File: src/rtl/sync_fifo_pkg.sv
// rtl/sync_fifo_pkg.sv - shared widths and parameter legality helpers for sync_fifo_core
package sync_fifo_pkg;

  localparam int DEF_DATA_W    = 8;
  localparam int DEF_DEPTH     = 8;
  localparam int DEF_AF_THRESH = 6;
  localparam int DEF_AE_THRESH = 2;

  function automatic int ptr_w(input int depth);
    return $clog2(depth);
  endfunction

  function automatic int cnt_w(input int depth);
    return $clog2(depth) + 1;
  endfunction

  // DEPTH must be a power of two so pointer wrap is a plain binary rollover.
  function automatic bit fifo_params_ok(input int data_w, input int depth,
                                        input int af, input int ae);
    return (data_w >= 1) && (depth >= 2) && ((depth & (depth - 1)) == 0) &&
           (af >= 1) && (af <= depth) && (ae >= 0) && (ae <= depth - 1);
  endfunction

endpackage

File: src/rtl/sync_fifo_if.sv
// rtl/sync_fifo_if.sv - write/read/status bundle between a FIFO user (master) and the FIFO (slave)
interface sync_fifo_if
  import sync_fifo_pkg::*;
#(
  parameter int DATA_W = DEF_DATA_W,
  parameter int DEPTH  = DEF_DEPTH
);
  localparam int CNT_W = cnt_w(DEPTH);

  logic              ena;
  logic              wr_en;
  logic [DATA_W-1:0] wr_data;
  logic              rd_en;
  logic [DATA_W-1:0] rd_data;
  logic              rd_valid;
  logic              full;
  logic              empty;
  logic              almost_full;
  logic              almost_empty;
  logic [CNT_W-1:0]  count;
  logic              overflow;
  logic              underflow;

  modport master (
    output ena, wr_en, wr_data, rd_en,
    input  rd_data, rd_valid, full, empty, almost_full, almost_empty,
           count, overflow, underflow
  );

  modport slave (
    input  ena, wr_en, wr_data, rd_en,
    output rd_data, rd_valid, full, empty, almost_full, almost_empty,
           count, overflow, underflow
  );
endinterface

File: src/rtl/fifo_mem_2p.sv
// rtl/fifo_mem_2p.sv - DEPTH x DATA_W storage, synchronous write port, asynchronous read port
module fifo_mem_2p
  import sync_fifo_pkg::*;
#(
  parameter int DATA_W = DEF_DATA_W,
  parameter int DEPTH  = DEF_DEPTH,
  localparam int AW    = ptr_w(DEPTH)
) (
  input  logic              clk,
  input  logic              we,
  input  logic [AW-1:0]     waddr,
  input  logic [DATA_W-1:0] wdata,
  input  logic [AW-1:0]     raddr,
  output logic [DATA_W-1:0] rdata
);
  logic [DATA_W-1:0] mem_q [DEPTH];

  always_ff @(posedge clk) begin
    if (we) begin
      mem_q[waddr] <= wdata;
    end
  end

  assign rdata = mem_q[raddr];
endmodule

File: src/rtl/sync_fifo_core.sv
// rtl/sync_fifo_core.sv - single-clock FIFO control: pointers, count, flags, sticky errors.
// SYNC_FIFO_FWFT_EN selects first-word fall-through; undefined gives registered 1-cycle reads.
module sync_fifo_core
  import sync_fifo_pkg::*;
#(
  parameter int DATA_W    = DEF_DATA_W,
  parameter int DEPTH     = DEF_DEPTH,
  parameter int AF_THRESH = DEF_AF_THRESH,
  parameter int AE_THRESH = DEF_AE_THRESH
) (
  input  logic    clk,
  input  logic    rst,
  sync_fifo_if.slave bus
);
  localparam int PTR_W = ptr_w(DEPTH);
  localparam int CNT_W = cnt_w(DEPTH);
  localparam logic [PTR_W:0]   PTR_ONE = 1;
  localparam logic [CNT_W-1:0] CNT_ONE = 1;

  if (!fifo_params_ok(DATA_W, DEPTH, AF_THRESH, AE_THRESH)) begin : g_bad_params
    $error("sync_fifo_core: illegal DATA_W/DEPTH/AF_THRESH/AE_THRESH");
  end

  logic [PTR_W:0]    wr_ptr_q, wr_ptr_d, rd_ptr_q, rd_ptr_d;
  logic [CNT_W-1:0]  count_q, count_d;
  logic              overflow_q, overflow_d, underflow_q, underflow_d;
  logic              wr_acc, rd_acc, full, empty;
  logic [DATA_W-1:0] mem_rdata;

  assign full  = (count_q == CNT_W'(DEPTH));
  assign empty = (count_q == '0);

  always_comb begin
    wr_acc      = bus.ena & bus.wr_en & ~full;
    rd_acc      = bus.ena & bus.rd_en & ~empty;
    wr_ptr_d    = wr_acc ? wr_ptr_q + PTR_ONE : wr_ptr_q;
    rd_ptr_d    = rd_acc ? rd_ptr_q + PTR_ONE : rd_ptr_q;
    count_d     = count_q;
    case ({wr_acc, rd_acc})
      2'b10:   count_d = count_q + CNT_ONE;
      2'b01:   count_d = count_q - CNT_ONE;
      default: count_d = count_q;
    endcase
    // Rejected requests only flag while enabled; a frozen FIFO ignores them silently.
    overflow_d  = overflow_q  | (bus.ena & bus.wr_en & full);
    underflow_d = underflow_q | (bus.ena & bus.rd_en & empty);
  end

  always_ff @(posedge clk) begin
    if (rst) begin
      wr_ptr_q    <= '0;
      rd_ptr_q    <= '0;
      count_q     <= '0;
      overflow_q  <= 1'b0;
      underflow_q <= 1'b0;
    end else begin
      wr_ptr_q    <= wr_ptr_d;
      rd_ptr_q    <= rd_ptr_d;
      count_q     <= count_d;
      overflow_q  <= overflow_d;
      underflow_q <= underflow_d;
    end
  end

  fifo_mem_2p #(.DATA_W(DATA_W), .DEPTH(DEPTH)) u_mem (
    .clk   (clk),
    .we    (wr_acc),
    .waddr (wr_ptr_q[PTR_W-1:0]),
    .wdata (bus.wr_data),
    .raddr (rd_ptr_q[PTR_W-1:0]),
    .rdata (mem_rdata)
  );

`ifdef SYNC_FIFO_FWFT_EN
  assign bus.rd_data  = empty ? '0 : mem_rdata;
  assign bus.rd_valid = ~empty;
`else
  logic [DATA_W-1:0] rd_data_q, rd_data_d;
  logic              rd_valid_q, rd_valid_d;

  always_comb begin
    rd_data_d  = rd_acc ? mem_rdata : rd_data_q;
    rd_valid_d = bus.ena ? rd_acc : rd_valid_q;
  end

  always_ff @(posedge clk) begin
    if (rst) begin
      rd_data_q  <= '0;
      rd_valid_q <= 1'b0;
    end else begin
      rd_data_q  <= rd_data_d;
      rd_valid_q <= rd_valid_d;
    end
  end

  assign bus.rd_data  = rd_data_q;
  assign bus.rd_valid = rd_valid_q;
`endif

  assign bus.full         = full;
  assign bus.empty        = empty;
  assign bus.almost_full  = (count_q >= CNT_W'(AF_THRESH));
  assign bus.almost_empty = (count_q <= CNT_W'(AE_THRESH));
  assign bus.count        = count_q;
  assign bus.overflow     = overflow_q;
  assign bus.underflow    = underflow_q;
endmodule

File: src/flat_wrapper.sv
// flat-port wrapper written by rule: the top's interface ports become plain ports
module sync_fifo_core_flat import sync_fifo_pkg::*;
#(
  parameter int DATA_W    = DEF_DATA_W,
  parameter int DEPTH     = DEF_DEPTH,
  parameter int AF_THRESH = DEF_AF_THRESH,
  parameter int AE_THRESH = DEF_AE_THRESH
)
  (clk, rst, bus_ena, bus_wr_en, bus_wr_data, bus_rd_en, bus_rd_data, bus_rd_valid, bus_full, bus_empty, bus_almost_full, bus_almost_empty, bus_count, bus_overflow, bus_underflow);
  sync_fifo_if #(.DATA_W(DATA_W), .DEPTH(DEPTH)) bus_i ();
  input  logic clk;
  input  logic rst;
  input wire logic [$bits(bus_i.ena)-1:0] bus_ena;
  input wire logic [$bits(bus_i.wr_en)-1:0] bus_wr_en;
  input wire logic [$bits(bus_i.wr_data)-1:0] bus_wr_data;
  input wire logic [$bits(bus_i.rd_en)-1:0] bus_rd_en;
  output wire logic [$bits(bus_i.rd_data)-1:0] bus_rd_data;
  output wire logic [$bits(bus_i.rd_valid)-1:0] bus_rd_valid;
  output wire logic [$bits(bus_i.full)-1:0] bus_full;
  output wire logic [$bits(bus_i.empty)-1:0] bus_empty;
  output wire logic [$bits(bus_i.almost_full)-1:0] bus_almost_full;
  output wire logic [$bits(bus_i.almost_empty)-1:0] bus_almost_empty;
  output wire logic [$bits(bus_i.count)-1:0] bus_count;
  output wire logic [$bits(bus_i.overflow)-1:0] bus_overflow;
  output wire logic [$bits(bus_i.underflow)-1:0] bus_underflow;
  assign bus_i.ena = bus_ena;
  assign bus_i.wr_en = bus_wr_en;
  assign bus_i.wr_data = bus_wr_data;
  assign bus_i.rd_en = bus_rd_en;
  assign bus_rd_data = bus_i.rd_data;
  assign bus_rd_valid = bus_i.rd_valid;
  assign bus_full = bus_i.full;
  assign bus_empty = bus_i.empty;
  assign bus_almost_full = bus_i.almost_full;
  assign bus_almost_empty = bus_i.almost_empty;
  assign bus_count = bus_i.count;
  assign bus_overflow = bus_i.overflow;
  assign bus_underflow = bus_i.underflow;
  sync_fifo_core #(.DATA_W(DATA_W), .DEPTH(DEPTH), .AF_THRESH(AF_THRESH), .AE_THRESH(AE_THRESH)) u_core (.clk(clk), .rst(rst), .bus(bus_i));
endmodule
File: config.mk
export PLATFORM = sky130hd
export DESIGN_NAME = sync_fifo_core_flat
export DESIGN_NICKNAME = d
export VERILOG_FILES = /design/src/rtl/sync_fifo_pkg.sv /design/src/rtl/sync_fifo_if.sv /design/src/rtl/fifo_mem_2p.sv /design/src/rtl/sync_fifo_core.sv /design/src/flat_wrapper.sv
export SDC_FILE = /design/constraint.sdc
export NUM_CORES = 1
export LEC_CHECK = 0
export ABC_AREA = 1
export CORE_MARGIN = 2
export CORE_UTILIZATION = 52
export DETAILED_ROUTE_END_ITERATION = 12
export HOLD_SLACK_MARGIN = 0.02
export PLACE_DENSITY = 0.76
export SLEW_MARGIN = 20
export SYNTH_ARGS = -nofsm -noshare
export SYNTH_HDL_FRONTEND = slang
export SYNTH_SLANG_ARGS = --single-unit
File: constraint.sdc
create_clock -name clk -period 1.7 [get_ports clk]
set_input_delay 0.255 -clock clk [delete_from_list [all_inputs] [get_ports clk]]
set_output_delay 0.255 -clock clk [all_outputs]
set_load 0.02 [all_outputs]
---- Yosys cells after proc, flatten, opt, wreduce, memory -nomap -nowiden ----
Memory sizes are Yosys's and may differ from the RTL's. A register that Yosys moved wholly into a read port is not among the register bits.
Cells that the tools add are included.
word-level totals
  register bits ........................... 15
  RAM bits ................................ 64
  input bits .............................. 13
  output and inout port bits .............. 19
  word-level logic and storage cells ...... 31
  memories kept ........................... 1
operators by class
  add/sub/neg operators ................... 4
  order comparisons ....................... 2
  eq/ne operators ......................... 3
  multiplexer cells ....................... 3
  bitwise operators ....................... 10
  reductions and logical operators ........ 2
memories
  name                words  bits a word  read ports  clocked after Yosys merged registers in  wr ports  RTL line           source
  u_core.u_mem.mem_q  8      8            1           1                                        1         fifo_mem_2p.sv:16  logic [DATA_W-1:0] mem_q [DEPTH];
operator list
  cell                                                               number
  adder 4 x 1 -> 4 bit, second input constant                        3
  case mux 4 bit (2 select lines)                                    1
  bitwise AND 1 bit                                                  6
  equality test 4 bit, second input constant                         1
  greater-or-equal comparator 4 x 3 -> 1 bit, second input constant  1
  less-or-equal comparator 4 x 2 -> 1 bit, second input constant     1
  zero test 4 bit                                                    1
  subtractor 4 x 1 -> 4 bit, second input constant                   1
  equality test 2 x 1 -> 1 bit, second input constant                1
  equality test 2 bit, second input constant                         1
  two-way mux 1 bit                                                  2
  NOT 1 bit                                                          2
  bitwise OR 1 bit                                                   2
  nonzero test 2 bit                                                 1

---- Depth between registers and ports, before layout ----
Gate-level depths: netlist of the first run.
  depth after elaboration ................. 5
  mapped depth ............................ 15
  depth with buffers taken out ............ 14

---- Cells and area by module ----
Synthesis of the first run repeated with hierarchy kept, for this count alone.
second synthesis, totals
  cell total of the unflattened synthesis .. 428
  area, all modules ....................... 3856.2 um^2
modules (own cells, without submodules)
  module          times used  cells an instance  area each (um^2)  sequential area each (um^2)
  fifo_mem_2p     1           295                2890.3            1921.8
  sync_fifo_core  1           133                965.9             420.4

---- Worst setup path before layout of the first run ----
No wires, ideal clock.
  kind .................................... register to register
  start ................................... reg u_core.count_q[3] (netlist: u_core.bus.count[3])
  end ..................................... reg u_core.count_q[2] (netlist: u_core.bus.count[2])
  setup time .............................. 115 ps
  arrival ................................. 1905 ps
  required time ........................... 1585 ps
  path slack .............................. -321 ps
  stages on the path, launching flop included .. 15
  buffers on the path ..................... 1
  period minus slack after synthesis ...... 2021 ps
  path through ............................ dfxtp_1 nor2_2 nand2_2 inv_2 nor2_4 buf_6 ha_1 nand2_1 inv_1 nor2_1 ha_1 a21oi_1 xnor2_1 o21ai_0 inv_1
between the ends
  cells in the longest elaborated chain, start to end .. 5
  elaborated cells between the ends (all ways) .. 10
  those cells by class .................... eq/ne: 3; mux: 1; bitwise: 4; reduce/logical: 2
ends and longest elaborated chain
  what                                                                          RTL line              source
  from (decl)                                                                   sync_fifo_core.sv:25  logic [CNT_W-1:0] count_q, count_d;
  from (signal assigned)                                                        sync_fifo_core.sv:59  count_q <= count_d;
  zero test 4 bit *                                                             sync_fifo_core.sv:31  assign empty = (count_q == '0);
  via bus_empty                                                                 flat_wrapper.sv:20    output wire logic [$bits(bus_i.empty)-1:0] bus_empty;
  NOT 1 bit *                                                                   sync_fifo_core.sv:35  rd_acc = bus.ena & bus.rd_en & ~empty;
  bitwise AND 1 bit *                                                           sync_fifo_core.sv:35
  via u_core.rd_acc                                                             sync_fifo_core.sv:27  logic wr_acc, rd_acc, full, empty;
  equality test 2 x 1 -> 1 bit / equality test 2 bit (equally long branches)    sync_fifo_core.sv:39  case ({wr_acc, rd_acc})
  case mux 4 bit (2 select lines) / nonzero test 2 bit (equally long branches)  --
The timed path passes the listed nets; every way through them passes the cells marked *.
A chain may end at the register's enable or synchronous reset.

---- Worst setup path after layout of the first run ----
  start ................................... reg u_core.count_q[3] (netlist: u_core.bus.count[3])
  end ..................................... out bus_count[3]
RTL lines
  what       RTL line            source
  to (decl)  flat_wrapper.sv:23  output wire logic [$bits(bus_i.count)-1:0] bus_count;
No word-level cell between the ends.

==> results.sh, run 1 <==
export IMPL_status="finished with violations"
export IMPL_violations="setup timing"
export IMPL_setup_ws_ns=-0.0164
export IMPL_track_usage_pct=21.6
export IMPL_dr_pass1_iters=5
export IMPL_drtAntennaViolNets=0
export IMPL_worstSkewPairLatency_ns=0.35
export IMPL_finalCritPeriodShare_pct=101
export IMPL_finalCriticalPeriod_ns=1.72
export IMPL_mostFrequentLayoutCells="nand2_1, inv_1, edfxtp_1"
export IMPL_area_growth_syn_to_layout_pct=25.1
export IMPL_worstPathRequired_ns=1.44
export IMPL_cts_made_buffers=9
export IMPL_drive_above_1_share_pct=17.4
export IMPL_synthCells=388
export IMPL_place_area_mm2=0.00435
export IMPL_min_path_type="reg2reg"
export IMPL_vias=2768
export IMPL_worst_setup_path_end_kind="output pin"
export IMPL_port_buffer_count=31
export IMPL_dieWidth_um=88.6
export IMPL_cts_buffer_depth=2
export IMPL_multi_input_area_mm2=0.00110
export IMPL_diodes=0
export IMPL_maxSlewViolCount=0
export IMPL_num_nets_final=467
export IMPL_ys_types=25
export IMPL_hold_violations=0
export IMPL_hold_start="u_core.bus.rd_data[0]$_SDFFE_PP0P_"
export IMPL_path_class="reg2out"
export IMPL_power_leakage_nw=1.98
export IMPL_relSlewSlack_pct=74.4
export IMPL_row_count=30
export IMPL_grt_ovfl_total=0
export IMPL_die_y_um=88.6
export IMPL_drv_cap=0
export IMPL_grt_pass1_wl_um=12400
export IMPL_cp_startpoint="u_core.bus.count[3]$_SDFFE_PP0P_"
export IMPL_fill_cells=526
export IMPL_gp_congestion=0.839
export IMPL_cts_root_buf="clkbuf_8"
export IMPL_finalInstanceArea_mm2=0.00465
export IMPL_startpoint_type="flip-flop"
export IMPL_core_area_mm2=0.00687
export IMPL_syn_avg_cell_area_um2=9.58
export IMPL_worstMarginPinSlew_ns=0.383
export IMPL_dieArea_mm2=0.00784
export IMPL_met3_usage_pct=4.20
export IMPL_use_met1_pct=28.1
export IMPL_crit_slowest_cell="clkdlybuf4s50_1"
export IMPL_post_drt_wl_per_cell_um=14.4
export IMPL_ys_seq_elements=85
export IMPL_grt_busiest_layer="met2"
export IMPL_setup_violations=1
export IMPL_regArea_mm2=0.00236
export IMPL_rsz0062_at_grt="true"
export IMPL_pwr_density_cell_mw_per_mm2=1110
export IMPL_vdd_drop_max_mv=0.618
export IMPL_critPathArrivalTime_ns=1.46
export IMPL_holdWs_ns=0.468
export IMPL_clkSlewWorstSetupHoldPaths_ns=0.09
export IMPL_start_util_pct=54.1
export IMPL_synthesis_nets=406
export IMPL_io_pins=32
export IMPL_ys_warn_count=0
export IMPL_wirelength_um=7910
export IMPL_drt_iter0_markers=253
export IMPL_finClkSkew_ns=0.0106
export IMPL_power_mw=5.15
export IMPL_ys_seq_area_share_pct=63.0
export IMPL_layout_commonest_cell="nand2_1"
export IMPL_grt_pass1_vias=2591
export IMPL_netlist_area_mm2=0.00372
export IMPL_numClockSinks=85
export IMPL_gr_usage_met2_pct=36.0
export IMPL_htreeDepth=3
export IMPL_grt_max_degree=36
export IMPL_cpPeakStageDelay_ns=0.59
export IMPL_place_hpwl_um=5240
export IMPL_r2r_start="u_core.bus.count[0]$_SDFFE_PP0P_"
export IMPL_drc_errors=0
export IMPL_fin_util_pct=67.7
export IMPL_crit_fanout=4
export IMPL_vias_per_cell=5.03
export IMPL_crit_path_cell_trace="buf_4, clkdlybuf4s50_1"
export IMPL_antenna_found_initial=0
export IMPL_fmax_mhz=583
export IMPL_cts_tree="yes"
[path summary, 6_finish.rpt]
check                                                           to  slack, ns  depth (start not counted)
worst max-delay path                                  bus_count[3]      -0.02                          2
worst min-delay path            u_core.bus.rd_data[0]$_SDFFE_PP0P_       0.47                          2
worst max register to register    u_core.bus.count[3]$_SDFFE_PP0P_       0.02                         12
worst min register to register  u_core.bus.rd_data[0]$_SDFFE_PP0P_       0.47                          2
[power breakdown]
| part | switching [mW] | internal, mW | total [mW] | leakage (nW) |
|---|---|---|---|---|
| sequential | 0.0686 | 2.32 | 2.39 | 0.752 |
| clock | 0.716 | 0.979 | 1.70 | 0.120 |
| combinational | 0.633 | 0.428 | 1.06 | 1.11 |
| total | 1.42 | 3.73 | 5.15 | 1.98 |
[logic make-up after synthesis]
group | synth area share (%)
AOI/OAI and AO/OA | 4.31
xor gates and xnor gates | 0.471
adders and majority gates | 1.68
buffers and inverters | 9.76
DFF | 63.0
and+or+nand+nor | 20.8
[metrics by stage]
| stage | setup WS [ns] | cells | TNS [ns] |
|---|---|---|---|
| after floorplan | -0.0795 | 388 | -0.144 |
| after global placement | -0.286 | 529 | -9.35 |
| after detailed placement | -0.345 | 529 | -11.43 |
| after CTS | 0.0185 | 545 | 0 |
| after global routing | -0.0834 | 550 | -0.192 |
| final | -0.0164 | 550 | -0.0164 |
[synth_stat cells]
master    count  area share [%]
a21oi_1      18             2.4
buf_2         7            0.94
buf_4         3            0.61
buf_6         2            0.61
clkbuf_1      1            0.10
clkbuf_2      1            0.13
clkinv_1      1            0.10
dfxtp_1      21              11
edfxtp_1     64              52
ha_1          5             1.7
inv_1        68             6.9
inv_2         4            0.40
nand2_1     104              10
nand2_2       2            0.34
nand3_1      52             7.0
nand3_2       1            0.27
nor2_1        9            0.91
nor2_2        2            0.34
nor2_4        1            0.30
nor3_1        5            0.67
nor3_2        1            0.27
nor3b_1       1            0.20
o21a_1        2            0.40
o21ai_0      11             1.5
xnor2_1       2            0.47
[layout make-up]
cell class	count	area share [%]
clock inverter	6	2.42
inverter	73	5.94
tap	96	2.58
timing repair buffer	64	11.9
multi-input combinational	216	23.7
clock buffer	10	2.74
sequential	85	50.7
[sequential cells by signal, indices dropped and copies added (netlist names)]
| register | cells |
|---|---|
| u_core.bus.count | 4 |
| u_core.bus.overflow | 1 |
| u_core.wr_ptr_q | 3 |
| u_core.bus.rd_data | 8 |
| u_core.rd_ptr_q | 3 |
| u_core.bus.underflow | 1 |
| u_core.u_mem.mem_q | 64 |
| u_core.bus.rd_valid | 1 |
[critical path: cells and delay by family, from the launching register on]
kind | cells | cell delay, ns
buf+inv | 2 | 0.72
flops | 1 | 0.39
[metal layers]
| layer | vias up | wire length, um | part of all wire, % |
|---|---|---|---|
| li1 | 1368 | - | - |
| met1 | 1279 | 3250 | 41 |
| met2 | 109 | 4020 | 51 |
| met3 | 12 | 533 | 6.7 |
| met4 | 0 | 110 | 1.4 |
| met5 | - | 0 | 0 |
[timing repair]
item                                    4_1_cts  5_1_grt
endpoints found under the setup margin        7        7
hold buffers                                  0        0
gates resized for setup                       7       18
pin swaps                                     1        5
setup buffers                                 0        5
(Power assumes the default switching activity.)
==> inputs of run 2 (changes only) <==
--- a/config.mk
+++ b/config.mk
@@ -11,7 +11,7 @@
 export DETAILED_ROUTE_END_ITERATION = 12
 export HOLD_SLACK_MARGIN = 0.02
 export PLACE_DENSITY = 0.76
-export SLEW_MARGIN = 20
+export SLEW_MARGIN = 10
 export SYNTH_ARGS = -nofsm -noshare
 export SYNTH_HDL_FRONTEND = slang
 export SYNTH_SLANG_ARGS = --single-unit
==> results of run 2 <==
No change in the layout: final DEF, timing and power equal those of run 1.
==> inputs of run 3 (changes only) <==
--- a/config.mk
+++ b/config.mk
@@ -5,13 +5,12 @@
 export SDC_FILE = /design/constraint.sdc
 export NUM_CORES = 1
 export LEC_CHECK = 0
-export ABC_AREA = 1
 export CORE_MARGIN = 2
-export CORE_UTILIZATION = 52
+export CORE_UTILIZATION = 51
 export DETAILED_ROUTE_END_ITERATION = 12
 export HOLD_SLACK_MARGIN = 0.02
-export PLACE_DENSITY = 0.76
-export SLEW_MARGIN = 10
+export PLACE_DENSITY = 0.75
+export SLEW_MARGIN = 20
 export SYNTH_ARGS = -nofsm -noshare
 export SYNTH_HDL_FRONTEND = slang
 export SYNTH_SLANG_ARGS = --single-unit
==> run 3 against run 2 <==
Net effect: the run still ends with setup timing left; core utilization grew 3.8 points; non-clock buffer count grew 19; largest cell class unchanged; register-to-register slack lost 0.55 ns; design area shrank 2.4%; die area shrank 7.4%; via count shrank 25%; cell count shrank 32%; clock-buffer cell count grew 1; critical path type is now reg2reg; combinational power shrank 24%; synthesized cell count shrank 47%; clock power shrank 31%.
==> results.sh, run 3 <==
export IMPL_synthCells=207
export IMPL_ys_top_cells_by_area="edfxtp_1, dfxtp_1, mux4_2, nor2_1, ha_1"
export IMPL_use_met1_pct=25.9
export IMPL_synth_edf_count=64
export IMPL_r2r_slack_ns=-0.53
export IMPL_largest_reg_flops=64
export IMPL_cts_root_buf="clkbuf_8"
export IMPL_layout_commonest_cell="edfxtp_1"
export IMPL_diodes=0
export IMPL_grt_max_degree=14
export IMPL_synth_top_family_by_area="multiplexers"
export IMPL_drtAntennaViolNets=0
export IMPL_vdd_drop_max_mv=0.732
export IMPL_track_usage_pct=20.5
export IMPL_synthSimpleGateAreaFrac_pct=9.15
export IMPL_place_hpwl_um=4740
export IMPL_area_growth_syn_to_layout_pct=35.0
export IMPL_setup_violations=45
export IMPL_startpoint_type="flip-flop"
export IMPL_dieArea_mm2=0.00726
export IMPL_io_pins=32
export IMPL_antenna_found_initial=0
export IMPL_crit_slowest_cell="or4_4"
export IMPL_critPathArrivalTime_ns=2.52
export IMPL_cpMostUsedCell="a21oi_2"
export IMPL_yosys_most_used_dff="edfxtp_1"
export IMPL_drive_above_1_share_pct=40.9
export IMPL_fill_cells=396
export IMPL_die_y_um=85.2
export IMPL_worstMarginPinSlew_ns=0.615
export IMPL_holdWs_ns=0.485
export IMPL_dieWidth_um=85.2
export IMPL_fmax_mhz=449
export IMPL_drc_errors=0
export IMPL_syn_avg_cell_area_um2=16.2
export IMPL_crit_path_cell_trace="or4_4, and2_4, ha_4, xor2_2, ha_2, a21oi_2, xor2_1, or3_1, a21oi_2"
export IMPL_min_path_type="reg2reg"
export IMPL_r2r_start="u_core.bus.count[3]$_SDFFE_PP0P_"
export IMPL_core_area_mm2=0.00635
export IMPL_synth_fa_ha_area_share_pct=1.86
export IMPL_place_ws_ns=-0.722
export IMPL_ys_seq_elements=85
export IMPL_finalCriticalPeriod_ns=2.23
export IMPL_grt_pass1_vias=2117
export IMPL_power_leakage_nw=1.58
export IMPL_cts_made_buffers=9
export IMPL_yosysTopAreaCellShare_pct=57.1
export IMPL_dr_pass1_iters=4
export IMPL_vias_per_cell=5.55
export IMPL_ys_seq_area_share_pct=69.6
export IMPL_numClockSinks=85
export IMPL_vias=2070
export IMPL_status="finished with violations"
export IMPL_path_class="reg2reg"
export IMPL_wirelength_um=7150
export IMPL_synthXorXnorAreaFrac_pct=1.82
export IMPL_drt_iter0_markers=100
export IMPL_pwr_density_cell_mw_per_mm2=951
export IMPL_hold_start="u_core.bus.overflow$_SDFF_PP0_"
export IMPL_start_util_pct=53.0
export IMPL_rsz0062_at_grt="true"
export IMPL_worstSkewPairLatency_ns=0.35
export IMPL_grt_pass1_wl_um=10800
export IMPL_cpPeakStageDelay_ns=0.54
export IMPL_netlist_area_mm2=0.00336
export IMPL_num_nets_final=310
export IMPL_synthTopCellsByCount="edfxtp_1, nor2_1, dfxtp_1"
export IMPL_post_drt_wl_per_cell_um=19.2
export IMPL_grt_busiest_layer="met2"
export IMPL_ys_warn_count=0
export IMPL_gr_usage_met2_pct=34.0
export IMPL_synth_compound_gate_area_share_pct=4.06
export IMPL_finalCritPeriodShare_pct=131
export IMPL_cts_tree="yes"
export IMPL_worstPathRequired_ns=1.99
export IMPL_maxSlewViolCount=0
export IMPL_htreeDepth=3
export IMPL_multi_input_area_mm2=0.00116
export IMPL_crit_fanout=3
export IMPL_synthMuxAreaShare_pct=11.3
export IMPL_mostFrequentLayoutCells="edfxtp_1, buf_4, clkdlybuf4s50_1"
export IMPL_cp_startpoint="u_core.bus.count[3]$_SDFFE_PP0P_"
export IMPL_clkSlewWorstSetupHoldPaths_ns=0.08
export IMPL_setup_ws_ns=-0.529
export IMPL_port_buffer_count=31
export IMPL_regMostFlops="u_core.u_mem.mem_q"
export IMPL_violations="setup timing"
export IMPL_synth_largest_area_cell="edfxtp_1"
export IMPL_hold_violations=0
export IMPL_drv_cap=0
export IMPL_gp_congestion=0.738
export IMPL_cts_buffer_depth=2
export IMPL_relSlewSlack_pct=59.0
export IMPL_synthesis_nets=225
export IMPL_finClkSkew_ns=0.00848
export IMPL_met3_usage_pct=5.45
export IMPL_grt_ovfl_total=0
export IMPL_synth_async_reset_ratio_pct=0
export IMPL_yosysMostFrequentCell="edfxtp_1"
export IMPL_regArea_mm2=0.00235
export IMPL_ys_types=39
export IMPL_fin_util_pct=71.5
export IMPL_worst_setup_path_end_kind="flip-flop"
export IMPL_row_count=29
export IMPL_tns_ns=-11.79
## run 3: cell types whose count changed in the layout (fill, tap and decap cells not counted), sizes merged, moves of 3 or more
| cell | change |
|---|---|
| nor3 | +6 |
| bufinv | -3 |
| a21oi | -10 |
| nor2 | +11 |
| nand3 | -50 |
| o21ai | -10 |
| inv | -68 |
| o22ai | +8 |
| buf | +21 |
| xor2 | +4 |
| nand2 | -101 |
| nor2b | +3 |
| mux4 | +16 |
## run 3: repair_timing
action,4_1_cts,5_1_grt
hold endpoints to repair,0,0
pin swaps,10,11
hold buffers,0,0
setup buffers,3,10
resized for setup,36,34
endpoints found under the setup margin,77,61
## run 3: worst max-delay path, delay by kind of cell, from the launching register on
family,cells,cell delay (ns)
DFF,1,0.33
xor gates and xnor gates,2,0.22
adders and majority gates,2,0.34
AOI/OAI and AO/OA,2,0.23
and+or+nand+nor,3,1.04
## run 3: kinds of logic (layout without fill, tap and decap cells)
family	count (synthesis)	in the layout
xor gates and xnor gates	7	7
and+or+nand+nor	57	57
adders and majority gates	5	5
buffers and inverters	13	102
AOI/OAI and AO/OA	22	22
muxes	18	18
DFF	85	85
## run 3: power by group
group / leakage (nW) / switching, mW / internal [mW] / total, mW
sequential: 0.750 / 0.0440 / 2.29 / 2.34
clock: 0.0792 / 0.650 / 0.520 / 1.17
combinational: 0.750 / 0.394 / 0.415 / 0.810
total: 1.58 / 1.09 / 3.23 / 4.32
## run 3: through the flow
step / power, mW / cell area, um^2 / cells
final: 4.32 / 4540 / 373
after global routing: 4.50 / 4540 / 373
after CTS: 4.28 / 4340 / 364
after detailed placement: 3.10 / 4100 / 347
after global placement: 3.09 / 4100 / 347
after floorplan: 2.80 / 3430 / 207
## run 3: worst paths after layout
kind	cells after the start	end
min reg2reg	2	u_core.bus.overflow$_SDFF_PP0_
min	2	u_core.bus.overflow$_SDFF_PP0_
max reg2reg	9	u_core.bus.count[2]$_SDFFE_PP0P_
max	9	u_core.bus.count[2]$_SDFFE_PP0P_
## run 3: area by class of cell
cell class	count	share of cell area (%)
sequential	85	51.7
multi-input combinational	109	25.5
timing repair buffer	83	16.9
clock buffer	11	2.89
tap	77	2.12
clock inverter	4	0.579
inverter	4	0.331
## run 3: per-layer routing
layer | up-vias | wire length, um
met2 | 47 | 3770
met4 | 0 | 82
met5 | - | 0
met3 | 9 | 290
met1 | 1047 | 3000
li1 | 967 | -
